File: src/rtl/br_pred.sv
// br_pred: 64-entry branch predictor of 2-bit saturating counters.
// Define BR_PRED_GSHARE_EN to XOR a 6-bit global history into the index.
module br_pred (
    input  logic        clk,
    input  logic        rst_n,
    input  logic [63:0] pc_f,
    input  logic [31:0] ir_f,
    output logic        pr_taken,
    output logic [63:0] pr_addr,
    input  logic        upd_valid,
    input  logic [63:0] upd_pc,
    input  logic        upd_taken,
    input  logic        stall
);

    localparam int unsigned Depth    = 64;
    localparam logic [6:0]  OpBranch = 7'b1100011;
    localparam logic [1:0]  CntInit  = 2'b01;

    logic [1:0]  cnt_q [Depth];
    logic [1:0]  cnt_d [Depth];
    logic [5:0]  idx_f;
    logic [5:0]  idx_u;
    logic        upd_en;
    logic        is_br;
    logic [1:0]  cnt_u;
    logic [1:0]  cnt_n;
    logic [63:0] b_off;
    logic        unused_ok;

    // Only the index bits of upd_pc and the control fields of ir_f matter.
    assign unused_ok = ^{upd_pc[63:8], upd_pc[1:0], ir_f[24:12]};

    // An update is accepted only when the pipeline is not stalled.
    always_comb begin
        upd_en = upd_valid && !stall;
    end

`ifdef BR_PRED_GSHARE_EN
    logic [5:0] ghr_q;
    logic [5:0] ghr_d;

    // Both lookup and update hash the PC with the pre-shift history.
    always_comb begin
        idx_f = pc_f[7:2] ^ ghr_q;
        idx_u = upd_pc[7:2] ^ ghr_q;
    end

    // Shift each accepted outcome into the history.
    always_comb begin
        ghr_d = ghr_q;
        if (upd_en) begin
            ghr_d = {ghr_q[4:0], upd_taken};
        end
    end

    // History register, cleared by reset.
    always_ff @(posedge clk or negedge rst_n) begin
        if (!rst_n) begin
            ghr_q <= '0;
        end else begin
            ghr_q <= ghr_d;
        end
    end
`else
    // Plain bimodal indexing from the word-aligned PC.
    always_comb begin
        idx_f = pc_f[7:2];
        idx_u = upd_pc[7:2];
    end
`endif

    // Saturating step of the counter being trained.
    always_comb begin
        cnt_u = cnt_q[idx_u];
        cnt_n = cnt_u;
        if (upd_taken) begin
            if (cnt_u != 2'b11) begin
                cnt_n = cnt_u + 2'd1;
            end
        end else begin
            if (cnt_u != 2'b00) begin
                cnt_n = cnt_u - 2'd1;
            end
        end
    end

    // Only the addressed entry changes; all others hold.
    always_comb begin
        cnt_d = cnt_q;
        if (upd_en) begin
            cnt_d[idx_u] = cnt_n;
        end
    end

    // Counter table; reset forces every entry to weak not-taken.
    always_ff @(posedge clk or negedge rst_n) begin
        if (!rst_n) begin
            for (int i = 0; i < Depth; i++) begin
                cnt_q[i] <= CntInit;
            end
        end else begin
            for (int i = 0; i < Depth; i++) begin
                cnt_q[i] <= cnt_d[i];
            end
        end
    end

    // Zero-latency lookup reads the registered (pre-update) table.
    always_comb begin
        is_br    = (ir_f[6:0] == OpBranch);
        pr_taken = is_br && cnt_q[idx_f][1];
    end

    // Sign-extended B-type immediate and next-PC select.
    always_comb begin
        b_off   = {{51{ir_f[31]}}, ir_f[31], ir_f[7],
                   ir_f[30:25], ir_f[11:8], 1'b0};
        pr_addr = pc_f + (pr_taken ? b_off : 64'd4);
    end

endmodule

File: config.mk
export PLATFORM = sky130hd
export DESIGN_NAME = br_pred
export DESIGN_NICKNAME = d
export VERILOG_FILES = /design/src/rtl/br_pred.sv
export SDC_FILE = /design/constraint.sdc
export NUM_CORES = 1
export LEC_CHECK = 0
export BUFFER_PORTS_ARGS = -buffer_cell sky130_fd_sc_hd__buf_4
export CORE_MARGIN = 4
export CORE_UTILIZATION = 50
export DETAILED_ROUTE_END_ITERATION = 6
export GPL_ROUTABILITY_DRIVEN = 0
export PLACE_DENSITY = 0.87
export SLEW_MARGIN = 10
export SYNTH_ARGS = -nofsm -noshare
export SYNTH_HDL_FRONTEND = slang
export SYNTH_SLANG_ARGS = --single-unit
File: constraint.sdc
create_clock -name clk -period 6.3 [get_ports clk]
set_input_delay 0.63 -clock clk [delete_from_list [all_inputs] [get_ports clk]]
set_output_delay 0.63 -clock clk [all_outputs]
set_load 0.02 [all_outputs]
==> impl_metrics.csv, run 1 <==
group,metric,value,unit
status,status,"complete, no violations",
setup_path,cp_slowest_cell,"mux4_2",
finish,multi_input_area,7020,sq um
yosys,ys_seq_area_frac,0.306,
finish,fillCellCount,1680,
sta,finalCriticalPeriod,5.99,ns
floorplan,ios,230,
setup_path,crit_required,5.67,ns
yosys,ys.flop_type,"dfstp_2",
global_routing,grt_max_degree,75,
setup_path,critPathKind,"in2out",
yosys,syn_nets,1348,
yosys,synthCells,1120,
finish,area_delta_synth_final,18.1,%
sta,period_share,0.950,
finish,drive_above_1_share,0.355,
yosys,yosysTopAreaCell,"dfstp_2",
sta,fin_skew,0.00873,ns
route,wl_per_cell,20.2,um
finish,regArea,3280,sq um
sta,hold_ws,0.241,ns
pwr,leakage,5.87,nW
floorplan,dieHeight,154,um
route,dr.pass1.iters,6,
placement,hpwl,21800,um
route,viasPerCell,6.35,
route,vias,9779,
global_routing,grt_pass1_wl,49000,um
cts,cts_buffers,17,
cts,insertion_delay,0.43,ns
cts,htreeDepth,4,
yosys,synth_top_area_share,0.157,
yosys,synth_edf_count,0,
flow_run,maxCapViolCount,0,
cts,cts_max_path_buffers,2,
finish,final_area,12700,sq um
cts,cts.sinks,128,
cts,clock-root-buffer,"clkbuf_16",
finish,top_register,"cnt_q",
floorplan,core_area,21100,sq um
setup_path,arrival,5.36,ns
yosys,synthTopCellsByArea,"dfstp_2, dfrtp_1, mux2_2",
global_routing,antenna_found_initial,0,
finish,largest_reg_flops,128,
setup_path,critPathLaunch,"pc_f[2]",
setup_path,worstPathCellList,"buf_6, mux4_2, mux4_2, mux2i_1, o32ai_2, buf_4, and2_1, ha_1, inv_1, fa_1, nor2b_1, o2111ai_1, a21boi_1, a211o_1, a21oi_2, o31ai_1, buf_4, a2111oi_0, nor3_1, xor2_1, buf_4",
sta,fmax,167,MHz
sta,slew_headroom,0.268,
route,drc,0,
setup_path,path_buf_inv,5,
cts,cts_tree,"done",
pwr,ir_worst_vdd,0.204,mV
finish,reg_top3,"cnt_q (128)",
yosys,synth_area_per_cell,9.58,sq um
global_routing,first_global_vias,9856,
finish,final_nets,1480,
setup_path,r2r_start,"cnt_q[53]$_DFFE_PN0P_",
sta,finalMaxSlewViolations,0,
yosys,ys_seq_elements,128,
floorplan,row_count,53,
sta,final-hold-violation-count,0,
floorplan,fp.dieArea,23900,sq um
sta,tightest_slew,1.09,ns
global_routing,track_usage,0.251,
placement,dpl-instance-area,12000,sq um
setup_path,cp_common_cell,"buf_4",
placement,io_buffers,156,
setup_path,cp-end-kind,"primary output",
floorplan,start_util,0.509,
cts,clk_pin_slew,0.06,ns
global_routing,grt.overflow.total,0,
setup_path,setup.worst_path.start_class,"primary input",
sta,final-setup-viol-count,0,
cts,ctsHoldBuffers,0,
sta,grt_setup_unrepaired,"no",
yosys,async_flop_share,1.00,
pwr,pwr_density_cell,193,nW/um^2
setup_path,cpPeakStageDelay,0.56,ns
worst_hold_path,hold_path.class,"in2async",
setup_path,critPathTopFamily,"compound AO/OA/AOI/OAI gates",
route,drtIter0Drc,903,
route,drtAntennaViolNets,0,
setup_path,path_max_fanout,16,
yosys,netlist_area,10700,sq um
yosys,synth.distinct_cells,67,
route,routed_wl,31000,um
yosys,synth_warnings,0,
finish,diodes,0,
floorplan,fp.dieW,154,um
==> repair_timing <==
item | in CTS | in global routing
pin swaps | 0 | 1
buffers inserted | 0 | 1
gates resized for setup | 1 | 11
endpoints found under the setup margin | 1 | 18
gates cloned | 0 | 0
==> path summary, 6_finish.rpt <==
check	endpoint	slack, ns	cells after the start
max reg2reg	cnt_q[47]$_DFFE_PN0P_	3.41	7
max	pr_addr[61]	0.31	21
min	cnt_q[55]$_DFFE_PN0P_	0.24	1
min reg2reg	cnt_q[59]$_DFFE_PN0P_	0.53	1
min in group clk	cnt_q[59]$_DFFE_PN0P_	0.53	1
max in group asynchronous	cnt_q[33]$_DFFE_PN0P_	4.66	2
==> placed cells by master, fill, tap and decap left out, types with 17 or more instances in the layout <==
master	count
buf_4	171
mux2_2	132
nand2_1	116
a21oi_1	100
nor2_1	89
dfstp_2	64
dfrtp_1	64
ha_1	61
o21ai_0	38
xnor2_1	34
a21o_1	33
mux4_2	28
mux2i_1	26
xor2_1	25
inv_1	23
and2_1	18
nand4_1	17
o21bai_1	17
clkbuf_16	17
==> routing by layer <==
metal,GRT usage,up-vias,routed length [um]
met3,0.0669,138,3300
li1,-,4402,-
met5,0,-,0
met4,0.112,0,1320
met1,0.316,4655,12100
met2,0.407,584,14300
==> cells in the mapped netlist (4+ instances only) <==
| cell type | count |
|---|---|
| a211oi_1 | 8 |
| a21boi_0 | 4 |
| a21o_1 | 33 |
| a21oi_1 | 102 |
| a221oi_1 | 6 |
| a22o_1 | 4 |
| a22oi_1 | 12 |
| and2_1 | 19 |
| and3_1 | 8 |
| buf_2 | 21 |
| buf_6 | 15 |
| clkbuf_1 | 21 |
| dfrtp_1 | 64 |
| dfstp_2 | 64 |
| ha_1 | 62 |
| inv_1 | 23 |
| mux2_2 | 132 |
| mux2i_1 | 26 |
| mux4_2 | 28 |
| nand2_1 | 116 |
| nand2b_1 | 6 |
| nand3_1 | 11 |
| nand4_1 | 17 |
| nor2_1 | 89 |
| nor2b_1 | 14 |
| nor3_1 | 15 |
| nor4_1 | 4 |
| o211ai_1 | 4 |
| o21a_1 | 8 |
| o21ai_0 | 39 |
| o21ai_1 | 4 |
| o21bai_1 | 17 |
| o22ai_1 | 7 |
| o31ai_1 | 8 |
| xnor2_1 | 34 |
| xor2_1 | 25 |
==> cell families (layout without fill, tap and decap cells) <==
family / Yosys count / after routing / synth area share
AO/OA/AOI/OAI: 279 / 279 / 0.166
XOR/XNOR: 59 / 59 / 0.0482
flip-flops: 128 / 128 / 0.306
adder cells (fa/ha/maj): 65 / 65 / 0.0768
AND/OR/NAND/NOR: 320 / 320 / 0.139
buffers and inverters: 83 / 228 / 0.0425
multiplexers: 186 / 186 / 0.222
==> area by class of cell <==
class / instances / area share
well taps: 275 / 0.0272
inverters: 23 / 0.00681
multi-input cells: 909 / 0.554
clock buffers: 18 / 0.0347
repair buffers: 173 / 0.103
clock inverters: 14 / 0.0149
flip-flops and latches: 128 / 0.259
==> metrics by stage <==
| step | setup TNS (ns) | cells | util | total power [mW] | worst slack [ns] |
|---|---|---|---|---|---|
| finish | 0 | 1540 | 0.601 | 2.45 | 0.314 |
| global route | 0 | 1540 | 0.601 | 2.52 | 0.0327 |
| CTS | 0 | 1539 | 0.599 | 2.44 | 0.0435 |
| detailed placement | -0.0136 | 1507 | 0.569 | 1.40 | -0.0136 |
| global placement | 0 | 1507 | 0.569 | 1.38 | 0.151 |
| floorplan | 0 | 1120 | - | 1.24 | 0.298 |
==> report_power, final <==
part	total [mW]	leakage, nW	switching, mW	internal (mW)
combinational	0.453	4.02	0.253	0.199
clock	1.05	0.302	0.375	0.671
sequential	0.949	1.55	0.0373	0.912
total	2.45	5.87	0.665	1.78
(Power assumes the default switching activity.)
==> run 2, diff against run 1 <==
==> constraint.sdc (replaced) <==
create_clock -name clk -period 5.4 [get_ports clk]
set_input_delay 0.54 -clock clk [delete_from_list [all_inputs] [get_ports clk]]
set_output_delay 0.54 -clock clk [all_outputs]
set_load 0.02 [all_outputs]
==> run 2 against run 1 <==
The run now ends with negative setup slack left. Critical path depth down 3. Clock skew up 0.0020 ns. Setup slack lost 0.76 ns. Critical path type is now reg2out. Via count is 19% higher. Register-to-register slack got worse by 1.1 ns. Routed wire length grew 32%. Sequential cell count is the same.
==> impl_metrics.csv, run 2 (synthesis gave the netlist of run 1 again) <==
group,metric,value,unit
sta,setup_tns,-4.23,ns
finish,final_nets,1647,
cts,ctsHoldBuffers,0,
pwr,power.share.clock,0.422,
floorplan,start_util,0.509,
sta,tightest_slew,1.01,ns
cts,clk_pin_slew,0.06,ns
pwr,p_sw_frac,0.278,
finish,fillCellCount,1301,
sta,final-hold-violation-count,0,
finish,drive_above_1_share,0.497,
pwr,seq_power_share,0.366,
route,routed_wl,41000,um
setup_path,r2r_start,"cnt_q[11]$_DFFE_PN0P_",
route,drc,0,
route,dr.pass1.iters,7,
finish,reg_top3,"cnt_q (128)",
setup_path,reg2regPathDepth,7,
global_routing,first_global_vias,11100,
worst_hold_path,hold_path.class,"in2async",
setup_path,cp-end-kind,"primary output",
setup_path,crit_required,4.86,ns
setup_path,cp_slowest_cell,"mux4_2",
pwr,leakage,6.83,nW
finish,mostFrequentLayoutCell,"buf_4",
sta,final-setup-viol-count,25,
pwr,internal_power,2.19,mW
cts,cts_tree,"done",
sta,hold_ws,0.206,ns
floorplan,core_area,21100,sq um
global_routing,grt_max_degree,69,
placement,hpwl,24200,um
placement,io_buffers,156,
pwr,pwr_density_cell,205,nW/um^2
floorplan,fp.dieArea,23900,sq um
sta,fmax,171,MHz
route,drtIter0Drc,1513,
cts,clock-root-buffer,"clkbuf_16",
flow_run,maxCapViolCount,0,
setup_path,cpPeakStageDelay,0.57,ns
sta,finalCriticalPeriod,5.85,ns
sta,finalMaxSlewViolations,0,
sta,grt_setup_unrepaired,"yes",
setup_path,reg2reg_to,"cnt_q[7]$_DFFE_PN0P_",
finish,top_register,"cnt_q",
floorplan,fp.dieW,154,um
cts,insertion_delay,0.43,ns
setup_path,setup.worst_path.start_class,"flip-flop",
global_routing,grt_pass1_wl,57600,um
setup_path,ff2ff_setup_slack,2.36,ns
floorplan,row_count,53,
global_routing,grt.overflow.total,0,
pwr,power.total,3.03,mW
cts,htreeDepth,4,
pwr,combPwrFrac,0.212,
sta,setup_ws,-0.447,ns
finish,layout_common_cells,"buf_4, mux2_2, nand2_1",
route,vias,11600,
sta,period_share,1.08,
pwr,ir_worst_vdd,0.253,mV
floorplan,dieHeight,154,um
global_routing,antenna_found_initial,0,
status,status,"finished, violations left",
route,wl_per_cell,24.0,um
finish,utilization,0.701,
route,viasPerCell,6.80,
cts,cts_buffers,17,
setup_path,path_max_fanout,9,
global_routing,track_usage,0.296,
setup_path,worstPathCellList,"mux4_2, mux4_2, mux2i_4, o32ai_4, and2_4, buf_12, ha_1, buf_4, nand2_1, o21ai_0, a21oi_1, o21ai_1, a21oi_2, o41ai_4, a21boi_2, o31ai_2, xnor2_2, buf_4",
placement,dp_slack,-0.281,ns
setup_path,critPathKind,"reg2out",
finish,area_delta_synth_final,37.8,%
sta,slew_headroom,0.322,
finish,regArea,3280,sq um
cts,cts_max_path_buffers,2,
pwr,power_switching,843,uW
cts,cts.sinks,128,
route,drtAntennaViolNets,0,
status,violations,"negative setup slack",
sta,fin_skew,0.0107,ns
floorplan,ios,230,
finish,diodes,0,
finish,multi_input_area,7760,sq um
setup_path,arrival,5.31,ns
finish,largest_reg_flops,128,
[run 2: changes by cell type in the layout (fill, tap and decap cells not counted), moves of 6 or more]
cell and delta:
ha_4 +24, ha_1 -26, and2_4 +6, buf_4 +158
o21ai_1 +8, o31ai_1 -6, a21oi_2 +16, a21oi_1 -17
o21ai_0 -12
[run 2: worst max path at each step]
stage                          startpoint     endpoint  slack (ns)  cells past startpoint
floorplan                         pc_f[2]  pr_addr[60]       -0.06                     18
global placement                  pc_f[2]  pr_addr[43]       -0.20                     21
detailed placement                pc_f[2]  pr_addr[61]       -0.28                     19
CTS                 cnt_q[23]$_DFFE_PN0P_  pr_addr[56]       -0.04                     17
global route        cnt_q[13]$_DFFE_PN0P_  pr_addr[60]       -0.37                     19
finish              cnt_q[23]$_DFFE_PN0P_  pr_addr[56]       -0.45                     18
[run 2: through the flow]
stage | std cells | area [sq um]
global route | 1707 | 14800
floorplan | 1120 | 10800
finish | 1707 | 14800
detailed placement | 1650 | 13100
global placement | 1650 | 13100
CTS | 1697 | 14300
[run 2: power by group through the flow]
stage          sequential [mW]  combinational (mW)  clock, mW
2_1_floorplan             1.10               0.348          0
3_3_place_gp              1.11               0.547          0
3_5_place_dp              1.12               0.567          0
4_1_cts                   1.11               0.595       1.28
5_1_grt                   1.12               0.675       1.32
6_report                  1.11               0.643       1.28
[run 2: final cells by class]
cell class | instances | area share
Sequential cell | 128 | 0.222
Clock inverter | 14 | 0.0144
Clock buffer | 18 | 0.0297
Tap cell | 275 | 0.0233
Inverter | 23 | 0.00584
Multi-Input combinational cell | 910 | 0.525
Timing Repair Buffer | 339 | 0.179
[run 2: repair_timing]
item	in CTS	in global routing
setup endpoints to repair	30	33
gates cloned	2	2
pin swaps	36	41
gates resized for setup	71	70
buffers inserted	16	10
[run 2: layer usage]
| layer | part of all wire | GRT usage | wire length [um] | up-vias |
|---|---|---|---|---|
| met1 | 0.35 | 0.367 | 14300 | 5492 |
| met2 | 0.46 | 0.483 | 18800 | 1026 |
| met3 | 0.11 | 0.0736 | 4690 | 340 |
| li1 | - | - | - | 4742 |
| met4 | 0.077 | 0.146 | 3150 | 0 |
| met5 | 0 | 0 | 0 | - |
[run 2: critical path: cells and delay by family (launching register included)]
family          cells  cell delay [ns]
xor+xnor            1             0.16
flops               1             0.41
simple gates        2             0.35
buf+inv             3             0.54
mux                 3             1.27
fa+ha+maj           1             0.39
compound gates      8             1.75
